File: config.mk
export PLATFORM = sky130hd
export DESIGN_NAME = word_unshift_rx_flat
export DESIGN_NICKNAME = d
export VERILOG_FILES = /design/src/rtl/word_shift_pkg.sv /design/src/rtl/word_unshift_rx_if.sv /design/src/rtl/word_rotr.sv /design/src/rtl/word_unshift_rx.sv /design/src/flat_wrapper.sv
export SDC_FILE = /design/constraint.sdc
export NUM_CORES = 1
export LEC_CHECK = 0
export CORE_MARGIN = 8
export CORE_UTILIZATION = 45
export CTS_CLUSTER_SIZE = 10
export DETAILED_ROUTE_END_ITERATION = 7
export PLACE_DENSITY = 0.75
export SYNTH_ARGS = -nofsm -noshare
export SYNTH_HDL_FRONTEND = slang
export SYNTH_HIERARCHICAL = 1
export SYNTH_SLANG_ARGS = --single-unit
export TNS_END_PERCENT = 10
File: constraint.sdc
create_clock -name clk -period 2.5 [get_ports clk]
set_input_delay 0.375 -clock clk [delete_from_list [all_inputs] [get_ports clk]]
set_output_delay 0.375 -clock clk [all_outputs]
set_load 0.1 [all_outputs]
File: src/rtl/word_shift_pkg.sv
// -----------------------------------------------------------------------------
// word_shift_pkg
// Shared definitions for the word-shift link: the receiver state encoding,
// the rotate helpers used by both the transmitter model and the receiver, and
// the counter value the transmitter emits first after its reset.
// No ports (package).
// -----------------------------------------------------------------------------
package word_shift_pkg;

    // First counter value the transmitter sends after its reset.
    localparam logic [7:0] WS_SEED = 8'hfc;

    // Receiver lock state.
    typedef enum logic [1:0] {
        HUNT   = 2'd0,
        VERIFY = 2'd1,
        LOCKED = 2'd2
    } unshift_state_t;

    // Rotate an 8-bit word left by r (taken modulo 8).
    function automatic logic [7:0] rotl_w(input logic [7:0] x, input int unsigned r);
        int unsigned r_m;
        r_m = r % 32'd8;
        if (r_m == 32'd0) begin
            return x;
        end else begin
            return (x << r_m) | (x >> (32'd8 - r_m));
        end
    endfunction

    // Rotate an 8-bit word right by r (taken modulo 8).
    function automatic logic [7:0] rotr_w(input logic [7:0] x, input int unsigned r);
        int unsigned r_m;
        r_m = r % 32'd8;
        if (r_m == 32'd0) begin
            return x;
        end else begin
            return (x >> r_m) | (x << (32'd8 - r_m));
        end
    endfunction

endpackage

File: src/rtl/word_unshift_rx_if.sv
// -----------------------------------------------------------------------------
// word_unshift_rx_if
// Bus bundle between the link input, the word_unshift_rx receiver and the
// downstream checker.
//   in_valid / in_data : rotated word from the link (no backpressure)
//   out_valid/ out_data: recovered word
//   locked             : receiver is in LOCKED
//   seq_err            : one-cycle pulse on a mismatch while LOCKED
//   err_cnt            : saturating mismatch count (tied 0 when not built)
// Modports: master = the side feeding the link and observing results,
//           slave  = the receiver itself.
// -----------------------------------------------------------------------------
interface word_unshift_rx_if #(
    parameter int W = 8
);
    logic         in_valid;
    logic [W-1:0] in_data;
    logic         out_valid;
    logic [W-1:0] out_data;
    logic         locked;
    logic         seq_err;
    logic [7:0]   err_cnt;

    modport master (
        output in_valid,
        output in_data,
        input  out_valid,
        input  out_data,
        input  locked,
        input  seq_err,
        input  err_cnt
    );

    modport slave (
        input  in_valid,
        input  in_data,
        output out_valid,
        output out_data,
        output locked,
        output seq_err,
        output err_cnt
    );
endinterface

File: src/rtl/word_rotr.sv
// -----------------------------------------------------------------------------
// word_rotr
// Combinational right-rotator: o_data = rotr(i_data, ROT).
//   i_data : W-bit input word
//   o_data : W-bit word rotated right by ROT (ROT=0 passes through)
// -----------------------------------------------------------------------------
module word_rotr #(
    parameter int W   = 8,
    parameter int ROT = 5
) (
    input  logic [W-1:0] i_data,
    output logic [W-1:0] o_data
);

    generate
        if (ROT == 0) begin : g_pass
            assign o_data = i_data;
        end else begin : g_rot
            // Low ROT bits wrap around to the top.
            assign o_data = {i_data[ROT-1:0], i_data[W-1:ROT]};
        end
    endgenerate

endmodule

File: src/rtl/word_unshift_rx.sv
// -----------------------------------------------------------------------------
// word_unshift_rx
// Receive side of the word-shift link. Undoes the transmitter's left rotation
// and tracks the transmitter's incrementing counter: HUNT seeds the expected
// value from the first word, VERIFY needs LOCK_N consecutive matches to lock,
// LOCKED keeps stepping the expectation through errors and falls back to HUNT
// after LOSS_N consecutive mismatches.
//
// Ports:
//   clk : clock, rising edge
//   rst : synchronous active-high reset
//   bus : word_unshift_rx_if.slave (in_valid/in_data in; out_valid/out_data,
//         locked, seq_err, err_cnt out). All outputs are registered, 1-cycle
//         latency from in_valid to out_valid.
//
// Configuration macro:
//   WORD_UNSHIFT_ERRCNT_EN - when defined, builds the saturating err_cnt
//                            register; otherwise err_cnt reads 8'h00.
// -----------------------------------------------------------------------------
module word_unshift_rx
    import word_shift_pkg::*;
#(
    parameter int          W      = 8,
    parameter int          ROT    = 5,
    parameter int unsigned SEED   = 32'(WS_SEED),
    parameter int          LOCK_N = 4,
    parameter int          LOSS_N = 3
) (
    input  logic              clk,
    input  logic              rst,
    word_unshift_rx_if.slave  bus
);

    // The run counter is 3 bits wide and the word is fixed at 8 bits, so
    // reject parameter sets the datapath cannot represent.
    generate
        if ((W != 8) || (ROT < 0) || (ROT >= W) || (LOCK_N < 1) || (LOCK_N > 7) ||
            (LOSS_N < 1) || (LOSS_N > 7) || (SEED > 32'hff)) begin : g_param_check
            $error("word_unshift_rx: unsupported parameter set");
        end
    endgenerate

    localparam logic [3:0] LOCK_N_C = 4'(LOCK_N);
    localparam logic [3:0] LOSS_N_C = 4'(LOSS_N);

    unshift_state_t r_state;
    unshift_state_t w_state_nxt;
    logic [W-1:0]   r_exp;
    logic [W-1:0]   w_exp_nxt;
    logic [2:0]     r_run;
    logic [2:0]     w_run_nxt;
    logic           r_out_valid;
    logic [W-1:0]   r_out_data;
    logic           r_seq_err;

    logic [W-1:0]   w_rec;
    logic [3:0]     w_run_inc;
    logic           w_match;
    logic           w_err_hit;

    word_rotr #(
        .W   (W),
        .ROT (ROT)
    ) u_rotr (
        .i_data (bus.in_data),
        .o_data (w_rec)
    );

    // Widened so run+1 can be compared against LOCK_N/LOSS_N without overflow.
    assign w_run_inc = {1'b0, r_run} + 4'd1;
    assign w_match   = (w_rec == r_exp);

    // Next-state, expected-value and run-length decisions for one valid word.
    always_comb begin
        w_state_nxt = r_state;
        w_exp_nxt   = r_exp;
        w_run_nxt   = r_run;
        w_err_hit   = 1'b0;
        if (bus.in_valid) begin
            case (r_state)
                HUNT: begin
                    w_exp_nxt = w_rec + 8'd1;
                    if (LOCK_N == 1) begin
                        w_state_nxt = LOCKED;
                        w_run_nxt   = 3'd0;
                    end else begin
                        w_state_nxt = VERIFY;
                        w_run_nxt   = 3'd1;
                    end
                end
                VERIFY: begin
                    if (w_match) begin
                        w_exp_nxt = r_exp + 8'd1;
                        if (w_run_inc == LOCK_N_C) begin
                            w_state_nxt = LOCKED;
                            w_run_nxt   = 3'd0;
                        end else begin
                            w_run_nxt   = w_run_inc[2:0];
                        end
                    end else begin
                        // Re-seed from this word, same as leaving HUNT.
                        w_exp_nxt = w_rec + 8'd1;
                        if (LOCK_N == 1) begin
                            w_state_nxt = LOCKED;
                            w_run_nxt   = 3'd0;
                        end else begin
                            w_run_nxt   = 3'd1;
                        end
                    end
                end
                LOCKED: begin
                    // Keep stepping even on errors so a single corrupt word
                    // does not desynchronise the following ones.
                    w_exp_nxt = r_exp + 8'd1;
                    if (w_match) begin
                        w_run_nxt = 3'd0;
                    end else begin
                        w_err_hit = 1'b1;
                        if (w_run_inc == LOSS_N_C) begin
                            w_state_nxt = HUNT;
                            w_run_nxt   = 3'd0;
                        end else begin
                            w_run_nxt   = w_run_inc[2:0];
                        end
                    end
                end
                default: begin
                    w_state_nxt = HUNT;
                    w_exp_nxt   = 8'd0;
                    w_run_nxt   = 3'd0;
                end
            endcase
        end else begin
            w_err_hit = 1'b0;
        end
    end

    // State, tracking registers and registered outputs.
    always_ff @(posedge clk) begin
        if (rst) begin
            r_state     <= HUNT;
            r_exp       <= 8'd0;
            r_run       <= 3'd0;
            r_out_valid <= 1'b0;
            r_out_data  <= 8'd0;
            r_seq_err   <= 1'b0;
        end else begin
            r_state     <= w_state_nxt;
            r_exp       <= w_exp_nxt;
            r_run       <= w_run_nxt;
            r_out_valid <= bus.in_valid;
            r_seq_err   <= w_err_hit;
            if (bus.in_valid) begin
                r_out_data <= w_rec;
            end
        end
    end

`ifdef WORD_UNSHIFT_ERRCNT_EN
    logic [7:0] r_err_cnt;

    // Saturating count of mismatches seen while LOCKED; only reset clears it.
    always_ff @(posedge clk) begin
        if (rst) begin
            r_err_cnt <= 8'h00;
        end else if (w_err_hit && (r_err_cnt != 8'hff)) begin
            r_err_cnt <= r_err_cnt + 8'h01;
        end
    end

    assign bus.err_cnt = r_err_cnt;
`else
    assign bus.err_cnt = 8'h00;
`endif

    assign bus.out_valid = r_out_valid;
    assign bus.out_data  = r_out_data;
    assign bus.locked    = (r_state == LOCKED);
    assign bus.seq_err   = r_seq_err;

endmodule

File: src/flat_wrapper.sv
// flat-port wrapper written by rule: the top's interface ports become plain ports
module word_unshift_rx_flat import word_shift_pkg::*;
#(
    parameter int          W      = 8,
    parameter int          ROT    = 5,
    parameter int unsigned SEED   = 32'(WS_SEED),
    parameter int          LOCK_N = 4,
    parameter int          LOSS_N = 3
)
  (clk, rst, bus_in_valid, bus_in_data, bus_out_valid, bus_out_data, bus_locked, bus_seq_err, bus_err_cnt);
  word_unshift_rx_if #(.W(W)) bus_i ();
  input  logic clk;
  input  logic rst;
  input wire logic [$bits(bus_i.in_valid)-1:0] bus_in_valid;
  input wire logic [$bits(bus_i.in_data)-1:0] bus_in_data;
  output wire logic [$bits(bus_i.out_valid)-1:0] bus_out_valid;
  output wire logic [$bits(bus_i.out_data)-1:0] bus_out_data;
  output wire logic [$bits(bus_i.locked)-1:0] bus_locked;
  output wire logic [$bits(bus_i.seq_err)-1:0] bus_seq_err;
  output wire logic [$bits(bus_i.err_cnt)-1:0] bus_err_cnt;
  assign bus_i.in_valid = bus_in_valid;
  assign bus_i.in_data = bus_in_data;
  assign bus_out_valid = bus_i.out_valid;
  assign bus_out_data = bus_i.out_data;
  assign bus_locked = bus_i.locked;
  assign bus_seq_err = bus_i.seq_err;
  assign bus_err_cnt = bus_i.err_cnt;
  word_unshift_rx #(.W(W), .ROT(ROT), .SEED(SEED), .LOCK_N(LOCK_N), .LOSS_N(LOSS_N)) u_core (.clk(clk), .rst(rst), .bus(bus_i));
endmodule
* Yosys cells after proc, flatten, opt, wreduce, memory -nomap -nowiden
Index checks and enable logic that the tools add are counted.
** Cells by class
- Add/sub/neg operators :: 3
- $mul :: 0
- Div/mod/pow operators :: 0
- Order comparisons :: 0
- Equality and inequality tests :: 9
- Shift-type cells :: 0
- Muxes and demuxes :: 13
- Bitwise operators :: 2
- Reduce and logical (&&, ||, !) cells :: 3
** Operator list (count)
- case mux 8 bit (3 select lines) :: 1
- adder 8 x 1 -> 8 bit (second input constant) :: 2
- 2-to-1 mux 3 bit :: 4
- case mux 3 bit (3 select lines) :: 1
- equality test 8 bit :: 1
- 2-to-1 mux 2 bit :: 4
- 2-to-1 mux 8 bit :: 1
- inequality test 2 x 1 -> 1 bit (second input constant) :: 3
- case mux 2 bit (3 select lines) :: 1
- AND reduction 5 bit :: 1
- adder 3 x 1 -> 4 bit (second input constant) :: 1
- equality test 4 x 2 -> 1 bit (second input constant) :: 1
- equality test 4 x 3 -> 1 bit (second input constant) :: 1
- OR reduction 3 bit :: 1
- equality test 2 x 1 -> 1 bit (second input constant) :: 1
- equality test 2 bit (second input constant) :: 1
- logical NOT 2 bit :: 1
- inequality test 2 bit (second input constant) :: 1
- NOT 1 bit :: 2
- 2-to-1 mux 1 bit :: 1
** Word-level totals
- Flip-flop bits (word level) :: 23
- Latch bits :: 0
- Bits in writable memories :: 0
- ROM bits :: 0
- Output and inout port bits :: 19
- Memories :: 0

* Depth between registers and ports, before layout
Gate-level depths: netlist of the first run.
- Word-level depth :: 5
- Depth in mapped cells :: 8
- Mapped depth without buffers :: 7

* Cells and area by module
The synthesis of the first run kept the hierarchy.
** By module, submodules not included
- word_unshift_rx :: instances 1, cells an instance 188, area an instance 1555.2 µm²
- word_rotr :: instances 1, cells an instance 8, area an instance 60.1 µm²

* Least setup slack after synthesis of the first run
OpenSTA, ideal clock, no wires.
- Kind :: reg-to-reg
- Start :: reg u_core.r_state[0]
- End :: reg u_core.r_exp[2]
- Arrival time :: 1.862 ns
- Data required time :: 2.424 ns
- Slack :: 0.562 ns
- Stages on the path, launching flop included :: 9
- Buffers on the path :: 1
- Cell sequence :: dfxtp_1 > buf_2 > inv_1 > nand2_1 > inv_1 > nand2_1 > nor3b_1 > a21oi_1 > o22ai_1
** Between the ends
- Cells in the longest elaborated chain, start to end :: 2
- Elaborated cells between the ends (all ways) :: 4
- Classes of those cells :: eq/ne (2); mux (1); reduce/logical (1)
** RTL lines
- from (decl) :: line word_unshift_rx.sv:46 : unshift_state_t r_state;
- from (signal assigned) :: line word_unshift_rx.sv:148 : r_state <= w_state_nxt;
- equality test 2 bit
- named net bus_locked :: line flat_wrapper.sv:18 : output wire logic [$bits(bus_i.locked)-1:0] bus_locked;
- case mux 8 bit (3 select lines) :: line word_unshift_rx.sv:80 : case (r_state)
- to (signal assigned) :: line word_unshift_rx.sv:149 : r_exp <= w_exp_nxt;
- to (decl) :: line word_unshift_rx.sv:48 : logic [W-1:0] r_exp;
The timed path passes the listed nets, and every way through them passes these cells.
A chain may end at the register's enable or synchronous reset.

* Worst setup path after layout of the first run
- Start :: reg u_core.r_state[1]
- End :: out bus_locked
** Between the ends
- Cells in the longest elaborated chain, start to end :: 1
** RTL lines
- equality test 2 bit :: line word_unshift_rx.sv:178 : assign bus.locked = (r_state == LOCKED);
- to (decl) :: line flat_wrapper.sv:18
No other way between the ends.

==> impl_metrics.prom, run 1 <==
# TYPE chip_impl_metric gauge
chip_impl_info{name="run_status",value="complete, no violations"} 1
chip_impl_metric{name="yosys-mux-area-fraction",unit=""} 0.0930
chip_impl_metric{name="grt_antenna_before_repair",unit=""} 0
chip_impl_metric{name="clock_tree.htree_level_count",unit=""} 1
chip_impl_metric{name="num_vias",unit=""} 1336
chip_impl_info{name="hold_class",value="reg -> reg"} 1
chip_impl_info{name="synth_top_family_by_area",value="simple AND/OR/NAND/NOR gates"} 1
chip_impl_metric{name="grt_overflow",unit=""} 0
chip_impl_metric{name="power_density",unit="nW/um^2"} 471
chip_impl_metric{name="die_y",unit="microns"} 75.9
chip_impl_metric{name="achievable-frequency",unit="MHz"} 457
chip_impl_metric{name="detail_route.vias_per_cell",unit=""} 5.18
chip_impl_metric{name="syn-instance-count",unit=""} 196
chip_impl_metric{name="hold_viol_final",unit=""} 0
chip_impl_metric{name="clock-sinks",unit=""} 23
chip_impl_metric{name="synth_cell_types",unit=""} 40
chip_impl_metric{name="num_antenna_cells",unit=""} 0
chip_impl_metric{name="route.detailed.drc",unit=""} 0
chip_impl_metric{name="gpl.final_weighted_congestion",unit=""} 0.838
chip_impl_metric{name="track_usage",unit=""} 0.124
chip_impl_metric{name="setup_viol",unit=""} 0
chip_impl_info{name="synth-main-ff-cell",value="sky130_fd_sc_hd__dfxtp_1"} 1
chip_impl_metric{name="core_area",unit="sq um"} 3390
chip_impl_metric{name="first_iter_violations",unit=""} 136
chip_impl_metric{name="postSynth.asyncResetShare",unit=""} 0
chip_impl_metric{name="post_cts_resize_count",unit=""} 0
chip_impl_metric{name="post_synth_xor_area_fraction",unit=""} 0.0976
chip_impl_metric{name="dp_hpwl",unit="microns"} 2700
chip_impl_metric{name="drv_slew",unit=""} 0
chip_impl_metric{name="synth_compound_gate_area_share",unit=""} 0.154
chip_impl_metric{name="drive_above_1_share",unit=""} 0.137
chip_impl_info{name="rsz0062_at_grt",value="false"} 1
chip_impl_metric{name="worst-endpoint-arrival",unit="ns"} 1.81
chip_impl_metric{name="drt_first_pass_iters",unit=""} 5
chip_impl_metric{name="design_power_total",unit="uW"} 862
chip_impl_metric{name="synthesis.area",unit="sq um"} 1620
chip_impl_metric{name="synth_adder_area_share",unit=""} 0.0387
chip_impl_metric{name="postSynthAreaPerCell",unit="sq um"} 8.24
chip_impl_metric{name="worst_setup_hold_path_clk_slew",unit="ns"} 0.13
chip_impl_metric{name="fillerInstances",unit=""} 320
chip_impl_metric{name="critPathRequiredTime",unit="ns"} 2.12
chip_impl_metric{name="yosys_synthesis_warning_count",unit=""} 6
chip_impl_metric{name="fin_worst_skew",unit="ns"} 0.0128
chip_impl_metric{name="num_io_pins",unit=""} 30
chip_impl_metric{name="crit_fanout",unit=""} 14
chip_impl_metric{name="numPortBuffers",unit=""} 21
chip_impl_info{name="criticalPathCategory",value="reg -> out"} 1
chip_impl_metric{name="share_of_synthesized_cell_area_in_and_or_nand_and_nor_gates",unit=""} 0.214
chip_impl_metric{name="start_util",unit=""} 0.477
chip_impl_info{name="clk_root_buffer_cell",value="sky130_fd_sc_hd__clkbuf_4"} 1
chip_impl_metric{name="num_rows",unit=""} 21
chip_impl_metric{name="synth_seq_cells",unit=""} 23
chip_impl_info{name="crit_path_start_kind",value="flip-flop"} 1
chip_impl_metric{name="chip_width",unit="microns"} 75.9
chip_impl_info{name="cts_tree",value="done"} 1
chip_impl_metric{name="synth_sequential_area_ratio",unit=""} 0.285
chip_impl_metric{name="grt_pass1_wl",unit="microns"} 6110
chip_impl_metric{name="final_min_period_over_clock_period",unit=""} 0.875
chip_impl_metric{name="maxCapViolations",unit=""} 0
chip_impl_metric{name="via_count_of_the_first_global_routing_pass",unit=""} 1298
chip_impl_metric{name="totalWireLength",unit="microns"} 3570
chip_impl_metric{name="cts-buffers-inserted",unit=""} 3
chip_impl_metric{name="layout_min_cycle_time",unit="ns"} 2.19
chip_impl_metric{name="cts_hold_repair.buffers",unit=""} 0
chip_impl_metric{name="cts-root-to-sink-buffers",unit=""} 2
chip_impl_metric{name="synth_edf_count",unit=""} 0
chip_impl_metric{name="areaGrowthSynthToFinish",unit="%"} 13.2
chip_impl_metric{name="drtAntennaViolNets",unit=""} 0
chip_impl_metric{name="area_enclosed_by_the_die_boundary",unit="sq um"} 5760
chip_impl_metric{name="power.static_leakage",unit="nW"} 0.822
chip_impl_info{name="worstSetupEndpointType",value="primary output"} 1
chip_impl_metric{name="worst_skew_pair.late_latency",unit="ns"} 0.32
chip_impl_metric{name="setup-tns-final",unit="ns"} 0
chip_impl_metric{name="worst_ir_drop_on_vdd",unit="V"} 0.000386
chip_impl_metric{name="grt_max_degree",unit=""} 21
chip_impl_metric{name="detail_route.wl_per_cell",unit="microns"} 13.8
chip_impl_metric{name="cts_setup_buffers",unit=""} 0
chip_impl_metric{name="fin_nets",unit=""} 229
chip_impl_metric{name="setup_slack_of_the_most_critical_reg_to_reg_path",unit="ns"} 0.65
flip-flops by register name, summed over array words and instances (netlist names):
signal                cells
u_core/bus.out_valid      1
u_core/r_run              3
u_core/r_exp              8
u_core/bus.seq_err        1
u_core/bus.out_data       8
u_core/r_state            2
cells in the mapped netlist, types with 3 or more instances:
cell / count / area, sq um
sky130_fd_sc_hd__dfxtp_1: 23 / 460
sky130_fd_sc_hd__nor2_1: 20 / 75.1
sky130_fd_sc_hd__buf_4: 16 / 120
sky130_fd_sc_hd__mux2i_1: 15 / 150
sky130_fd_sc_hd__xor2_1: 14 / 123
sky130_fd_sc_hd__nand2_1: 11 / 41.3
sky130_fd_sc_hd__o21ai_0: 10 / 50.1
sky130_fd_sc_hd__nand3_1: 9 / 45.0
sky130_fd_sc_hd__and3_1: 7 / 43.8
sky130_fd_sc_hd__ha_1: 5 / 62.6
sky130_fd_sc_hd__inv_1: 5 / 18.8
sky130_fd_sc_hd__nor2b_1: 5 / 31.3
sky130_fd_sc_hd__a31oi_1: 4 / 25.0
sky130_fd_sc_hd__and2_1: 4 / 25.0
sky130_fd_sc_hd__clkbuf_1: 4 / 15.0
sky130_fd_sc_hd__xnor2_1: 4 / 35.0
sky130_fd_sc_hd__a21oi_1: 3 / 15.0
sky130_fd_sc_hd__buf_1: 3 / 11.3
sky130_fd_sc_hd__o211ai_1: 3 / 22.5
sky130_fd_sc_hd__o22ai_1: 3 / 18.8
layer usage:
metal / GRT usage / vias up / wire length, microns
met2: 0.186 / 31 / 1540
met5: 0 / - / 0
li1: - / 691 / -
met4: 0.0431 / 0 / 37
met3: 0.0460 / 4 / 215
met1: 0.157 / 610 / 1770
metrics by stage:
| step | instance area, sq um | setup WS, ns | cells | hold WS [ns] | utilization |
|---|---|---|---|---|---|
| global placement | 1800 | 0.217 | 254 | 0.482 | 0.532 |
| finish | 1830 | 0.311 | 258 | 0.508 | 0.540 |
| global route | 1830 | 0.173 | 258 | 0.559 | 0.540 |
| CTS | 1830 | 0.328 | 258 | 0.511 | 0.540 |
| detailed placement | 1800 | 0.177 | 254 | 0.487 | 0.532 |
| floorplan | 1640 | 0.562 | 203 | 0.465 | - |
worst max-delay path, cell delays in order (launching register included):
cell and delay, ns:
sky130_fd_sc_hd__dfxtp_1 0.66, sky130_fd_sc_hd__nand2_1 0.28, sky130_fd_sc_hd__inv_1 0.33, sky130_fd_sc_hd__buf_12 0.22
worst paths after layout:
path                                   startpoint              end  depth (start not counted)
worst min-delay path              u_core/r_run[2]  u_core/r_run[2]                          2
worst min register to register    u_core/r_run[2]  u_core/r_run[2]                          2
worst max register to register  u_core/r_state[1]  u_core/r_exp[2]                          6
worst max-delay path            u_core/r_state[1]       bus_locked                          3
placed cells by master, fill, tap and decap left out, types with 2 or more instances in the layout:
cell type	count
sky130_fd_sc_hd__clkbuf_4	3
sky130_fd_sc_hd__conb_1	8
sky130_fd_sc_hd__nor2b_1	5
sky130_fd_sc_hd__dfxtp_1	23
sky130_fd_sc_hd__and3_1	7
sky130_fd_sc_hd__mux2i_1	15
sky130_fd_sc_hd__xor2_1	14
sky130_fd_sc_hd__buf_4	20
sky130_fd_sc_hd__a22oi_1	2
sky130_fd_sc_hd__o22ai_1	3
sky130_fd_sc_hd__a211o_1	2
sky130_fd_sc_hd__nor2_1	20
sky130_fd_sc_hd__a21oi_1	3
sky130_fd_sc_hd__ha_1	5
sky130_fd_sc_hd__nand2_1	11
sky130_fd_sc_hd__and2_1	4
sky130_fd_sc_hd__a31oi_1	4
sky130_fd_sc_hd__o21ai_0	10
sky130_fd_sc_hd__nor3_1	2
sky130_fd_sc_hd__inv_1	5
sky130_fd_sc_hd__nand3_1	9
sky130_fd_sc_hd__nor4_2	2
sky130_fd_sc_hd__xnor2_1	4
sky130_fd_sc_hd__a21boi_0	2
sky130_fd_sc_hd__o211ai_1	3
sky130_fd_sc_hd__a21o_1	2
sky130_fd_sc_hd__clkdlybuf4s50_1	10
sky130_fd_sc_hd__nand3b_1	2
power breakdown:
group	switching [mW]	internal, mW
logic	0.191	0.0831
registers	0.0263	0.388
clock network	0.113	0.0599
logic make-up (layout without fill, tap and decap cells):
family | after synthesis | count (layout)
buffers and inverters | 31 | 40
xor gates and xnor gates | 18 | 18
AOI/OAI and AO/OA | 37 | 37
and+or+nand+nor | 66 | 66
adders and majority gates | 5 | 5
other | 1 | 8
muxes | 15 | 15
DFF | 23 | 23
cell type report:
class	count	area, sq um	share of cell area
multi-input combinational	149	995	0.544
sequential	23	460	0.252
timing repair buffer	31	270	0.148
tap	46	57.6	0.0315
clock buffer	3	22.5	0.0123
inverter	5	18.8	0.0103
clock inverter	1	5.00	0.00274
Power figures use the tool's default switching activity.
==> run 2: changes to the inputs <==
--- a/config.mk
+++ b/config.mk
@@ -10,6 +10,7 @@
 export CTS_CLUSTER_SIZE = 10
 export DETAILED_ROUTE_END_ITERATION = 7
 export PLACE_DENSITY = 0.75
+export SKIP_CTS_REPAIR_TIMING = 1
 export SYNTH_ARGS = -nofsm -noshare
 export SYNTH_HDL_FRONTEND = slang
 export SYNTH_HIERARCHICAL = 1
==> results of run 2 <==
Final layout, timing and power as in run 1 (identical DEF).
==> run 3: changes to the inputs <==
--- a/config.mk
+++ b/config.mk
@@ -9,10 +9,11 @@
 export CORE_UTILIZATION = 45
 export CTS_CLUSTER_SIZE = 10
 export DETAILED_ROUTE_END_ITERATION = 7
+export HOLD_SLACK_MARGIN = 0.03
 export PLACE_DENSITY = 0.75
+export SETUP_SLACK_MARGIN = 0.5
 export SKIP_CTS_REPAIR_TIMING = 1
 export SYNTH_ARGS = -nofsm -noshare
 export SYNTH_HDL_FRONTEND = slang
 export SYNTH_HIERARCHICAL = 1
 export SYNTH_SLANG_ARGS = --single-unit
-export TNS_END_PERCENT = 10
==> impl_metrics.prom, run 3 (synthesized netlist as in run 1, its figures left out) <==
# TYPE chip_impl_metric gauge
chip_impl_info{name="run_status",value="complete, no violations"} 1
chip_impl_metric{name="numPlacedInstances",unit=""} 254
chip_impl_metric{name="start_util",unit=""} 0.477
chip_impl_metric{name="cts-buffers-inserted",unit=""} 3
chip_impl_metric{name="critPathRequiredTime",unit="ns"} 2.73
chip_impl_metric{name="route.detailed.drc",unit=""} 0
chip_impl_metric{name="detail_route.wl_per_cell",unit="microns"} 13.8
chip_impl_metric{name="worst_setup_hold_path_clk_slew",unit="ns"} 0.13
chip_impl_metric{name="grt_antenna_before_repair",unit=""} 0
chip_impl_metric{name="num_io_pins",unit=""} 30
chip_impl_metric{name="power_density",unit="nW/um^2"} 469
chip_impl_metric{name="hold_viol_final",unit=""} 0
chip_impl_info{name="hold_class",value="in -> reg"} 1
chip_impl_metric{name="grt_overflow",unit=""} 0
chip_impl_metric{name="layout.cells.non_filler",unit=""} 260
chip_impl_metric{name="cts-root-to-sink-buffers",unit=""} 2
chip_impl_metric{name="grt_pass1_wl",unit="microns"} 6110
chip_impl_metric{name="die_y",unit="microns"} 75.9
chip_impl_metric{name="setup_slack_of_the_most_critical_reg_to_reg_path",unit="ns"} 0.68
chip_impl_info{name="worstSetupEndpointType",value="flip-flop"} 1
chip_impl_metric{name="grt_use_met3",unit=""} 0.0460
chip_impl_info{name="criticalPathCategory",value="in -> reg"} 1
chip_impl_metric{name="drv_slew",unit=""} 0
chip_impl_metric{name="maxCapViolations",unit=""} 0
chip_impl_info{name="clk_root_buffer_cell",value="sky130_fd_sc_hd__clkbuf_4"} 1
chip_impl_metric{name="final_min_period_over_clock_period",unit=""} 0.764
chip_impl_metric{name="gpl.final_weighted_congestion",unit=""} 0.838
chip_impl_metric{name="area_enclosed_by_the_die_boundary",unit="sq um"} 5760
chip_impl_metric{name="drive_above_1_share",unit=""} 0.159
chip_impl_metric{name="num_vias",unit=""} 1340
chip_impl_metric{name="clock_tree.htree_level_count",unit=""} 1
chip_impl_metric{name="global_route.usage.met2",unit=""} 0.186
chip_impl_metric{name="drtAntennaViolNets",unit=""} 0
chip_impl_metric{name="grtUsageMet1",unit=""} 0.157
chip_impl_metric{name="drt_first_pass_iters",unit=""} 4
chip_impl_metric{name="chip_width",unit="microns"} 75.9
chip_impl_info{name="crit_path_start_kind",value="input port"} 1
chip_impl_metric{name="first_iter_violations",unit=""} 141
chip_impl_metric{name="worst_ir_drop_on_vdd",unit="V"} 0.000395
chip_impl_metric{name="layout_min_cycle_time",unit="ns"} 1.91
chip_impl_metric{name="crit_fanout",unit=""} 7
chip_impl_info{name="globalRoute.busiestLayer",value="met2"} 1
chip_impl_info{name="rsz0062_at_grt",value="false"} 1
chip_impl_metric{name="clock-sinks",unit=""} 23
chip_impl_metric{name="totalWireLength",unit="microns"} 3590
chip_impl_metric{name="fillerInstances",unit=""} 318
chip_impl_metric{name="core_area",unit="sq um"} 3390
chip_impl_metric{name="numPortBuffers",unit=""} 21
chip_impl_info{name="final_cell_mix",value="sky130_fd_sc_hd__buf_4, sky130_fd_sc_hd__dfxtp_1, sky130_fd_sc_hd__nor2_1"} 1
chip_impl_metric{name="grt_max_degree",unit=""} 21
chip_impl_metric{name="achievable-frequency",unit="MHz"} 524
chip_impl_metric{name="num_rows",unit=""} 21
chip_impl_metric{name="worst_skew_pair.late_latency",unit="ns"} 0.32
chip_impl_metric{name="design_power_total",unit="uW"} 867
chip_impl_metric{name="setup_viol",unit=""} 0
chip_impl_metric{name="dp_hpwl",unit="microns"} 2700
chip_impl_metric{name="areaGrowthSynthToFinish",unit="%"} 14.5
chip_impl_metric{name="via_count_of_the_first_global_routing_pass",unit=""} 1298
chip_impl_metric{name="power.static_leakage",unit="nW"} 0.840
chip_impl_metric{name="num_antenna_cells",unit=""} 0
chip_impl_info{name="cts_tree",value="done"} 1
chip_impl_metric{name="hold_slack_final",unit="ns"} 0.461
chip_impl_metric{name="track_usage",unit=""} 0.124
chip_impl_metric{name="fin_nets",unit=""} 231
chip_impl_metric{name="worst-endpoint-arrival",unit="ns"} 2.14
chip_impl_info{name="layout.cells.most_common",value="sky130_fd_sc_hd__buf_4"} 1
chip_impl_metric{name="setup-tns-final",unit="ns"} 0
chip_impl_metric{name="fin_worst_skew",unit="ns"} 0.0123
chip_impl_metric{name="post-route-util",unit=""} 0.546
chip_impl_metric{name="detail_route.vias_per_cell",unit=""} 5.15
[run 3: cell types whose count changed in the layout (fill, tap and decap cells not counted), sizes merged]
cell,delta
buf,+2
clkdlybuf4s50,-1
dlymetal6s2s,+1
[run 3: metal layers]
layer	vias to the layer above	routed length, microns
li1	695	-
met1	597	1770
met2	43	1530
met3	5	250
met4	0	36
met5	-	0
[run 3: per-stage QoR]
stage / instance area, sq um / worst slack, ns
floorplan: 1640 / 0.562
global placement: 1800 / 0.217
detailed placement: 1800 / 0.177
CTS: 1830 / 0.328
global route: 1850 / 0.524
finish: 1850 / 0.590
[run 3: path summary, 6_finish.rpt]
kind                                 startpoint                     end  cells past startpoint
worst max-delay path             bus_in_data[2]         u_core/r_run[1]                      6
worst min-delay path             bus_in_data[1]  u_core/bus.out_data[4]                      3
worst max register to register  u_core/r_exp[4]         u_core/r_run[1]                      5
worst min register to register  u_core/r_run[2]         u_core/r_run[2]                      2
[run 3: final cells by class]
class	instances	area [sq um]	area share
Tap cell	46	57.6	0.0311
Timing Repair Buffer	33	288	0.156
Clock buffer	3	22.5	0.0122
Inverter	5	18.8	0.0101
Sequential cell	23	463	0.250
Clock inverter	1	5.00	0.00271
Multi-Input combinational cell	149	995	0.538
[run 3: power breakdown]
group / switching [mW] / internal (mW) / leakage, nW
clock: 0.115 / 0.0599 / 0.0177
combinational: 0.192 / 0.0851 / 0.632
sequential: 0.0263 / 0.388 / 0.190
[run 3: critical path, stage by stage]
cell and delay [ns]:
sky130_fd_sc_hd__clkdlybuf4s50_1 0.45, sky130_fd_sc_hd__xor2_1 0.17, sky130_fd_sc_hd__nor4_2 0.40, sky130_fd_sc_hd__and2_1 0.36, sky130_fd_sc_hd__nor2_1 0.09, sky130_fd_sc_hd__a221o_1 0.29
